===== config.mk =====
export PLATFORM = sky130hd
export DESIGN_NAME = clk_en_div_flat
export DESIGN_NICKNAME = d
export VERILOG_FILES = /design/src/rtl/clk_div_pkg.sv /design/src/rtl/clk_en_div_if.sv /design/src/rtl/clk_div_chan.sv /design/src/rtl/clk_en_div.sv /design/src/flat_wrapper.sv
export SDC_FILE = /design/constraint.sdc
export NUM_CORES = 1
export LEC_CHECK = 0
export ABC_AREA = 1
export CORE_MARGIN = 5
export CORE_UTILIZATION = 40
export CTS_BUF_LIST = sky130_fd_sc_hd__clkbuf_2
export CTS_CLUSTER_DIAMETER = 80
export DETAILED_ROUTE_END_ITERATION = 8
export GPL_TIMING_DRIVEN = 0
export SKIP_CTS_REPAIR_TIMING = 1
export SKIP_LAST_GASP = 1
export SYNTH_ARGS = -nofsm -noshare
export SYNTH_HDL_FRONTEND = slang
export SYNTH_SLANG_ARGS = --single-unit

===== constraint.sdc =====
create_clock -name clk -period 7 [get_ports clk]
set_input_delay 0.7 -clock clk [delete_from_list [all_inputs] [get_ports clk]]
set_output_delay 0.7 -clock clk [all_outputs]
set_load 0.005 [all_outputs]

===== src/rtl/clk_div_pkg.sv =====
// Shared types and helpers for the clock-enable divider: channel mode,
// packed channel configuration and the integer-mode duty threshold.
package clk_div_pkg;

    localparam int DIV_W_MAX = 32;

    typedef enum logic {
        INT  = 1'b0,
        FRAC = 1'b1
    } div_mode_e;

    typedef struct packed {
        logic                 en;
        div_mode_e            mode;
        logic [DIV_W_MAX-1:0] div;
    } chan_cfg_t;

    // Phase stays high while the counter is below ceil(D/2), with D = max(div, 1)
    function automatic logic [DIV_W_MAX:0] dutyThreshold(input logic [DIV_W_MAX-1:0] div);
        logic [DIV_W_MAX:0] d;
        d = (div == '0) ? (DIV_W_MAX+1)'(1) : {1'b0, div};
        return (d + (DIV_W_MAX+1)'(1)) >> 1;
    endfunction

endpackage


===== src/rtl/clk_en_div_if.sv =====
// Configuration write port of the clock-enable divider: valid/ready handshake
// carrying target channel, enable, mode and divide value.
interface clk_en_div_if #(
    parameter int NCH   = 2,
    parameter int DIV_W = 16
);
    localparam int CH_W = (NCH > 1) ? $clog2(NCH) : 1;

    logic             cfg_valid;
    logic             cfg_ready;
    logic [CH_W-1:0]  cfg_ch;
    logic             cfg_en;
    logic             cfg_mode;
    logic [DIV_W-1:0] cfg_div;

    modport master (
        output cfg_valid, cfg_ch, cfg_en, cfg_mode, cfg_div,
        input  cfg_ready
    );

    modport slave (
        input  cfg_valid, cfg_ch, cfg_en, cfg_mode, cfg_div,
        output cfg_ready
    );

endinterface


===== src/rtl/clk_div_chan.sv =====
// One divider channel: shadow config applied on a tick boundary, integer
// counter or fractional accumulator, registered tick/phase and lock tracking.
module clk_div_chan
    import clk_div_pkg::*;
#(
    parameter int DIV_W      = 16,
    parameter int LOCK_TICKS = 4
) (
    input  logic      clk,
    input  logic      rst_n,
    input  logic      wrEn_i,
    input  chan_cfg_t wrCfg_i,
    input  logic      align_i,
    output logic      pending_o,
    output logic      tick_o,
    output logic      phase_o,
    output logic      locked_o
);

    localparam int LK_W = $clog2(LOCK_TICKS + 1);

    chan_cfg_t            shadow_q, shadow_d;
    chan_cfg_t            active_q, active_d;
    logic                 pending_q, pending_d;
    logic [DIV_W-1:0]     cnt_q, cnt_d;
    logic [LK_W-1:0]      lockCnt_q, lockCnt_d;
    logic                 tick_q, tick_d;
    logic                 phase_q, phase_d;
    logic                 locked_q, locked_d;

    logic [DIV_W_MAX-1:0] effDiv;
    logic [DIV_W:0]       fracSum;
    logic                 tickCond;
    logic                 apply;

    // The wrap condition doubles as the apply point for an enabled channel
    always_comb begin
        effDiv   = (active_q.div == '0) ? DIV_W_MAX'(1) : active_q.div;
        fracSum  = {1'b0, cnt_q} + {1'b0, active_q.div[DIV_W-1:0]};
        tickCond = 1'b0;
        if (active_q.en) begin
            if (active_q.mode == FRAC) begin
                tickCond = fracSum[DIV_W];
            end else begin
                tickCond = (DIV_W_MAX'(cnt_q) == effDiv - DIV_W_MAX'(1));
            end
        end
        apply = pending_q & (~active_q.en | tickCond);
    end

    always_comb begin
        shadow_d  = shadow_q;
        active_d  = active_q;
        pending_d = pending_q;
        cnt_d     = '0;
        lockCnt_d = lockCnt_q;
        tick_d    = tickCond;
        phase_d   = 1'b0;
        locked_d  = active_q.en & (lockCnt_q == LK_W'(LOCK_TICKS));

        if (active_q.en) begin
            if (active_q.mode == FRAC) begin
                phase_d = cnt_q[DIV_W-1];
                cnt_d   = fracSum[DIV_W-1:0];
            end else begin
                phase_d = {1'b0, DIV_W_MAX'(cnt_q)} < dutyThreshold(active_q.div);
                cnt_d   = tickCond ? '0 : cnt_q + DIV_W'(1);
            end
            if (tickCond && (lockCnt_q != LK_W'(LOCK_TICKS))) begin
                lockCnt_d = lockCnt_q + LK_W'(1);
            end
            if (align_i) begin
                cnt_d     = '0;
                tick_d    = 1'b0;
                lockCnt_d = lockCnt_q;
            end
        end

        if (wrEn_i) begin
            shadow_d  = wrCfg_i;
            pending_d = 1'b1;
        end

        // Apply wins over align: same datapath restart, but lock is also cleared
        if (apply) begin
            active_d  = shadow_q;
            pending_d = 1'b0;
            cnt_d     = '0;
            lockCnt_d = '0;
            tick_d    = tickCond;
            locked_d  = 1'b0;
        end
    end

    always_ff @(posedge clk or negedge rst_n) begin
        if (!rst_n) begin
            shadow_q  <= '0;
            active_q  <= '0;
            pending_q <= 1'b0;
            cnt_q     <= '0;
            lockCnt_q <= '0;
            tick_q    <= 1'b0;
            phase_q   <= 1'b0;
            locked_q  <= 1'b0;
        end else begin
            shadow_q  <= shadow_d;
            active_q  <= active_d;
            pending_q <= pending_d;
            cnt_q     <= cnt_d;
            lockCnt_q <= lockCnt_d;
            tick_q    <= tick_d;
            phase_q   <= phase_d;
            locked_q  <= locked_d;
        end
    end

    assign pending_o = pending_q;
    assign tick_o    = tick_q;
    assign phase_o   = phase_q;
    assign locked_o  = locked_q;

endmodule


===== src/rtl/clk_en_div.sv =====
// Multi-channel runtime-programmable clock-enable generator: config handshake
// decode and align fan-out around NCH independent divider channels.
module clk_en_div
    import clk_div_pkg::*;
#(
    parameter int NCH        = 2,
    parameter int DIV_W      = 16,
    parameter int LOCK_TICKS = 4
) (
    input  logic            clk,
    input  logic            rst_n,
    clk_en_div_if.slave     cfg,
    input  logic            align,
    output logic [NCH-1:0]  tick,
    output logic [NCH-1:0]  phase,
    output logic [NCH-1:0]  locked
);

    localparam int CH_W = (NCH > 1) ? $clog2(NCH) : 1;

    logic [NCH-1:0] pending;
    logic [NCH-1:0] wrEn;
    logic           cfgReady;
    chan_cfg_t      wrCfg;

    // Out-of-range channel numbers stay ready so their writes complete and drop
    always_comb begin
        cfgReady = 1'b1;
        for (int i = 0; i < NCH; i++) begin
            if (cfg.cfg_ch == CH_W'(i)) begin
                cfgReady = ~pending[i];
            end
        end
    end

    always_comb begin
        wrCfg.en   = cfg.cfg_en;
        wrCfg.mode = div_mode_e'(cfg.cfg_mode);
        wrCfg.div  = DIV_W_MAX'(cfg.cfg_div);
    end

    assign cfg.cfg_ready = cfgReady;

    for (genvar i = 0; i < NCH; i++) begin : gChan
        assign wrEn[i] = cfg.cfg_valid & cfgReady & (cfg.cfg_ch == CH_W'(i));

        clk_div_chan #(
            .DIV_W      (DIV_W),
            .LOCK_TICKS (LOCK_TICKS)
        ) uChan (
            .clk       (clk),
            .rst_n     (rst_n),
            .wrEn_i    (wrEn[i]),
            .wrCfg_i   (wrCfg),
            .align_i   (align),
            .pending_o (pending[i]),
            .tick_o    (tick[i]),
            .phase_o   (phase[i]),
            .locked_o  (locked[i])
        );
    end

endmodule

===== src/flat_wrapper.sv =====
// flat-port wrapper written by rule: the top's interface ports become plain ports
module clk_en_div_flat import clk_div_pkg::*;
#(
    parameter int NCH        = 2,
    parameter int DIV_W      = 16,
    parameter int LOCK_TICKS = 4
)
  (clk, rst_n, align, tick, phase, locked, cfg_cfg_valid, cfg_cfg_ch, cfg_cfg_en, cfg_cfg_mode, cfg_cfg_div, cfg_cfg_ready);
  clk_en_div_if #(.NCH(NCH), .DIV_W(DIV_W)) cfg_i ();
  input  logic clk;
  input  logic rst_n;
  input  logic align;
  output logic [NCH-1:0] tick;
  output logic [NCH-1:0] phase;
  output logic [NCH-1:0] locked;
  input wire logic [$bits(cfg_i.cfg_valid)-1:0] cfg_cfg_valid;
  input wire logic [$bits(cfg_i.cfg_ch)-1:0] cfg_cfg_ch;
  input wire logic [$bits(cfg_i.cfg_en)-1:0] cfg_cfg_en;
  input wire logic [$bits(cfg_i.cfg_mode)-1:0] cfg_cfg_mode;
  input wire logic [$bits(cfg_i.cfg_div)-1:0] cfg_cfg_div;
  output wire logic [$bits(cfg_i.cfg_ready)-1:0] cfg_cfg_ready;
  assign cfg_i.cfg_valid = cfg_cfg_valid;
  assign cfg_i.cfg_ch = cfg_cfg_ch;
  assign cfg_i.cfg_en = cfg_cfg_en;
  assign cfg_i.cfg_mode = cfg_cfg_mode;
  assign cfg_i.cfg_div = cfg_cfg_div;
  assign cfg_cfg_ready = cfg_i.cfg_ready;
  clk_en_div #(.NCH(NCH), .DIV_W(DIV_W), .LOCK_TICKS(LOCK_TICKS)) u_core (.clk(clk), .rst_n(rst_n), .cfg(cfg_i), .align(align), .tick(tick), .phase(phase), .locked(locked));
endmodule

==> flow_metrics.env <==
export IMPL_fmax_ghz=0.2732
export IMPL_worst_pin_slew_ns=0.6964
export IMPL_outcome="finished, final reports clean"
export IMPL_routed_wl_microns=24320
export IMPL_syn_inst=1252
export IMPL_critPathMaxFanout=10
export IMPL_ant_nets=0
export IMPL_worstPathCellList="nor2_1 -> nand2_1 -> nor2_1 -> nand2_2 -> nand2_1 -> inv_1 -> ha_1 -> nand3_1 -> nor2_1 -> a21oi_1 -> nand3_1 -> nor2_1 -> nand3_1 -> nor2_1 -> nand3_1 -> nand2_2 -> a31oi_2 -> nand2_1 -> buf_2 -> nor2_1"
export IMPL_required_ns=7.60
export IMPL_grt_remaining_overflow=0
export IMPL_syn_nets=1347
export IMPL_h_tree_depth=4
export IMPL_die_area_sq_mm=0.02570
export IMPL_drcViolationCount=0
export IMPL_hpwlAfterDp_microns=19080
export IMPL_firstDrtPassIters=7
export IMPL_vias_per_cell=5.144
export IMPL_grtUsageTotal_pct=19.25
export IMPL_finalHoldViolCount=0
export IMPL_critPathMostFrequentCell="nor2_1"
export IMPL_syn_area_sq_mm=0.009036
export IMPL_postSynthAreaPerCell_sq_um=7.217
export IMPL_start_util_pct=40.28
export IMPL_cp_slowest_stage_delay_ns=0.49
export IMPL_clock_latency_ns=0.72
export IMPL_drive_gt1_share_pct=7.529
export IMPL_gp_congestion=0.8918
export IMPL_crit_arrival_ns=4.26
export IMPL_die_w_microns=160.3
export IMPL_worstSetupPathType="reg -> reg"
export IMPL_rows=55
export IMPL_power_density_mw_per_mm2=369.9
export IMPL_clock_sinks=118
export IMPL_cp_slowest_cell="dfrtp_1"
export IMPL_synth_edf_count=0
export IMPL_clock_path_buffers=2
export IMPL_ys_seq_elements=118
export IMPL_fin_crit_sh_pct=52.28
export IMPL_setup_tns_ns=0
export IMPL_async_reset_ff_share_pct=100.0
export IMPL_relSlewSlack_pct=53.57
export IMPL_portBuffers=29
export IMPL_synth_area_top_cells="dfrtp_1 33%, nand2_1 12%, ha_1 9.7%, nor2_1 6.4%, inv_1 5.4%"
export IMPL_clk_pin_slew_ns=0.23
export IMPL_cp_depth=20
export IMPL_maxCapViolCount=0
export IMPL_synth_top_area_share_pct=32.68
export IMPL_cts_made_buffers=17
export IMPL_avgRoutedWirePerCell_microns=15.19
export IMPL_final_nets=1397
export IMPL_core_area_sq_mm=0.02243
export IMPL_setup_viol=0
export IMPL_antenna_found_initial=1
export IMPL_ios=30
export IMPL_critPathTopFamily="simple AND/OR/NAND/NOR gates"
export IMPL_skew_ns=0.04535
export IMPL_grt_pass1_wl_microns=39980
export IMPL_path_buf_inv=2
export IMPL_critPathLaunchType="register"
export IMPL_area_growth_syn_to_layout_pct=9.886
export IMPL_total_power_mw=3.673
export IMPL_synth_flop_cell="dfrtp_1"
export IMPL_rsz0062_at_grt="no"
export IMPL_hp_class="in -> async"
export IMPL_grt_pass1_vias=7686
export IMPL_ys_seq_area_share_pct=32.68
export IMPL_vias=8236
export IMPL_cts_tree="built"
export IMPL_drtIter0Drc=494
export IMPL_period_minus_slack_ns=3.660
export IMPL_root_buffer="clkbuf_2"
export IMPL_maxSlewViolCount=0
export IMPL_p_leak_nw=4.844
export IMPL_irDropWorstVdd_mv=0.2160
export IMPL_reg2reg_depth=20
export IMPL_yosys_area_top_type="dfrtp_1"
export IMPL_worstSetupEndpointType="register"
export IMPL_chipHeight_microns=160.3
export IMPL_ys_types=47
export IMPL_grt_max_degree=78
export IMPL_ys_warnings_count=0
cell usage in the layout, fill, tap and decap left out, types with 3 or more instances in the layout:
master,Yosys,routed
o211ai_1,4,4
clkdlybuf4s50_1,0,28
xnor3_1,3,3
ha_1,70,70
inv_1,129,129
nor2_1,155,155
nor3_2,3,3
clkbuf_1,14,14
a21oi_1,90,90
o21ai_0,85,85
nor2_2,9,9
clkinvlp_4,0,3
buf_4,9,9
o21ai_1,14,14
o21a_1,3,3
nand2_1,297,297
dfrtp_1,118,118
buf_6,8,9
buf_2,5,5
inv_2,5,5
nand2_2,4,4
clkinv_1,1,3
o21bai_1,4,4
nand4_1,13,13
o21ai_2,9,9
nor3_1,17,17
xnor2_1,18,18
nand3_1,73,73
clkbuf_2,0,20
xor2_1,41,41
a22oi_1,4,4
or2_2,3,3
a31oi_1,16,16
a21boi_0,4,4
state kept, by name (all words and copies together) (netlist names):
name,cells
u_core.gChan.uChan.lockCnt_q,6
u_core.gChan.uChan.cnt_q,32
u_core.gChan.uChan.locked_o,2
u_core.gChan.uChan.shadow_q,36
u_core.gChan.uChan.active_q,36
u_core.gChan.uChan.pending_o,2
u_core.gChan.uChan.tick_o,2
u_core.gChan.uChan.phase_o,2
cells by family after synthesis:
family	synth area share (%)
compound gates	14.94
xor+xnor	6.466
fa+ha+maj	10.14
buf+inv	8.280
flops	32.68
simple gates	27.50
through the flow:
stage | instance area (sq um) | worst slack, ns | std cells | utilization (%) | hold slack [ns]
after floorplan | 9036 | 4.221 | 1252 | - | 0.4044
after global placement | 9683 | 0.3088 | 1566 | 43.16 | 0.4549
after detailed placement | 9712 | 3.423 | 1567 | 43.29 | 0.4590
after CTS | 9917 | 3.361 | 1599 | 44.21 | -0.1580
after global routing | 9930 | 3.074 | 1601 | 44.26 | 0.4226
final | 9930 | 3.340 | 1601 | 44.26 | 0.4482
worst reg2reg max path, delay by kind of cell, from the launching register on:
family,cells,cell delay [ns]
AND/OR/NAND/NOR,15,2.12
flip-flops,1,0.49
AO/OA/AOI/OAI,2,0.40
buffers and inverters,2,0.30
adder cells (fa/ha/maj),1,0.23
cells in the mapped netlist (2+ instances only):
cell type,instances
clkbuf_1,14
xnor3_1,3
o21ai_1,14
a31oi_2,2
o21bai_1,4
o2111ai_1,2
xnor2_1,18
or2_2,3
inv_2,5
o21a_1,3
buf_4,9
o21ai_2,9
nor3_1,17
nor2_1,155
a31oi_1,16
nor3b_1,2
nand3_1,73
nand3_2,2
a21oi_1,90
buf_6,8
dfrtp_1,118
ha_1,70
nor2_2,9
nand4_1,13
inv_1,129
buf_2,5
a21boi_0,4
o211ai_1,4
o21ai_0,85
nand3b_1,2
a22oi_1,4
xor2_1,41
nor3_2,3
fa_1,2
nand2_2,4
nand2_4,2
nand2_1,297
nor2_4,2
final timing paths:
| path | start | endpoint | slack [ns] |
|---|---|---|---|
| setup / recovery | u_core.gChan[0].uChan.active_q[7] | u_core.gChan[0].uChan.cnt_q[3] | 3.34 |
| max in group asynchronous | rst_n | u_core.gChan[0].uChan.shadow_q[4] | 5.78 |
| min in group clk | u_core.gChan[0].uChan.shadow_q[4] | u_core.gChan[0].uChan.active_q[4] | 0.49 |
| setup reg to reg | u_core.gChan[0].uChan.active_q[7] | u_core.gChan[0].uChan.cnt_q[3] | 3.34 |
| hold / removal | rst_n | u_core.gChan[0].uChan.cnt_q[7] | 0.45 |
| hold reg to reg | u_core.gChan[0].uChan.shadow_q[4] | u_core.gChan[0].uChan.active_q[4] | 0.49 |
power breakdown:
| group | internal [mW] | leakage [nW] | switching [mW] | total [mW] |
|---|---|---|---|---|
| Clock | 0.132 | 0.126 | 0.295 | 0.427 |
| Combinational | 0.780 | 3.18 | 1.27 | 2.05 |
| Sequential | 0.911 | 1.53 | 0.283 | 1.19 |
| Total | 1.82 | 4.84 | 1.85 | 3.67 |
layout make-up:
| cell class | instances | area [sq um] |
|---|---|---|
| fill | 2322 | 12500 |
| multi-input combinational | 962 | 5335 |
| sequential | 118 | 2953 |
| inverter | 136 | 513.0 |
| tap | 285 | 356.6 |
| timing repair buffer | 31 | 329.1 |
| buffer | 36 | 235.2 |
| clock inverter | 12 | 105.1 |
| clock buffer | 20 | 100.1 |
| antenna | 1 | 2.502 |
routing by layer:
layer / vias to the layer above / share of wire, % / wire length (microns) / global-route usage (%)
met5: - / 0 / 0 / 0
met4: 0 / 1.3 / 308 / 4.028
met3: 24 / 4.3 / 1057 / 3.054
met2: 177 / 44 / 10760 / 29.96
met1: 3830 / 50 / 12200 / 28.42
li1: 4205 / - / - / -
Power figures use the tool's default switching activity.
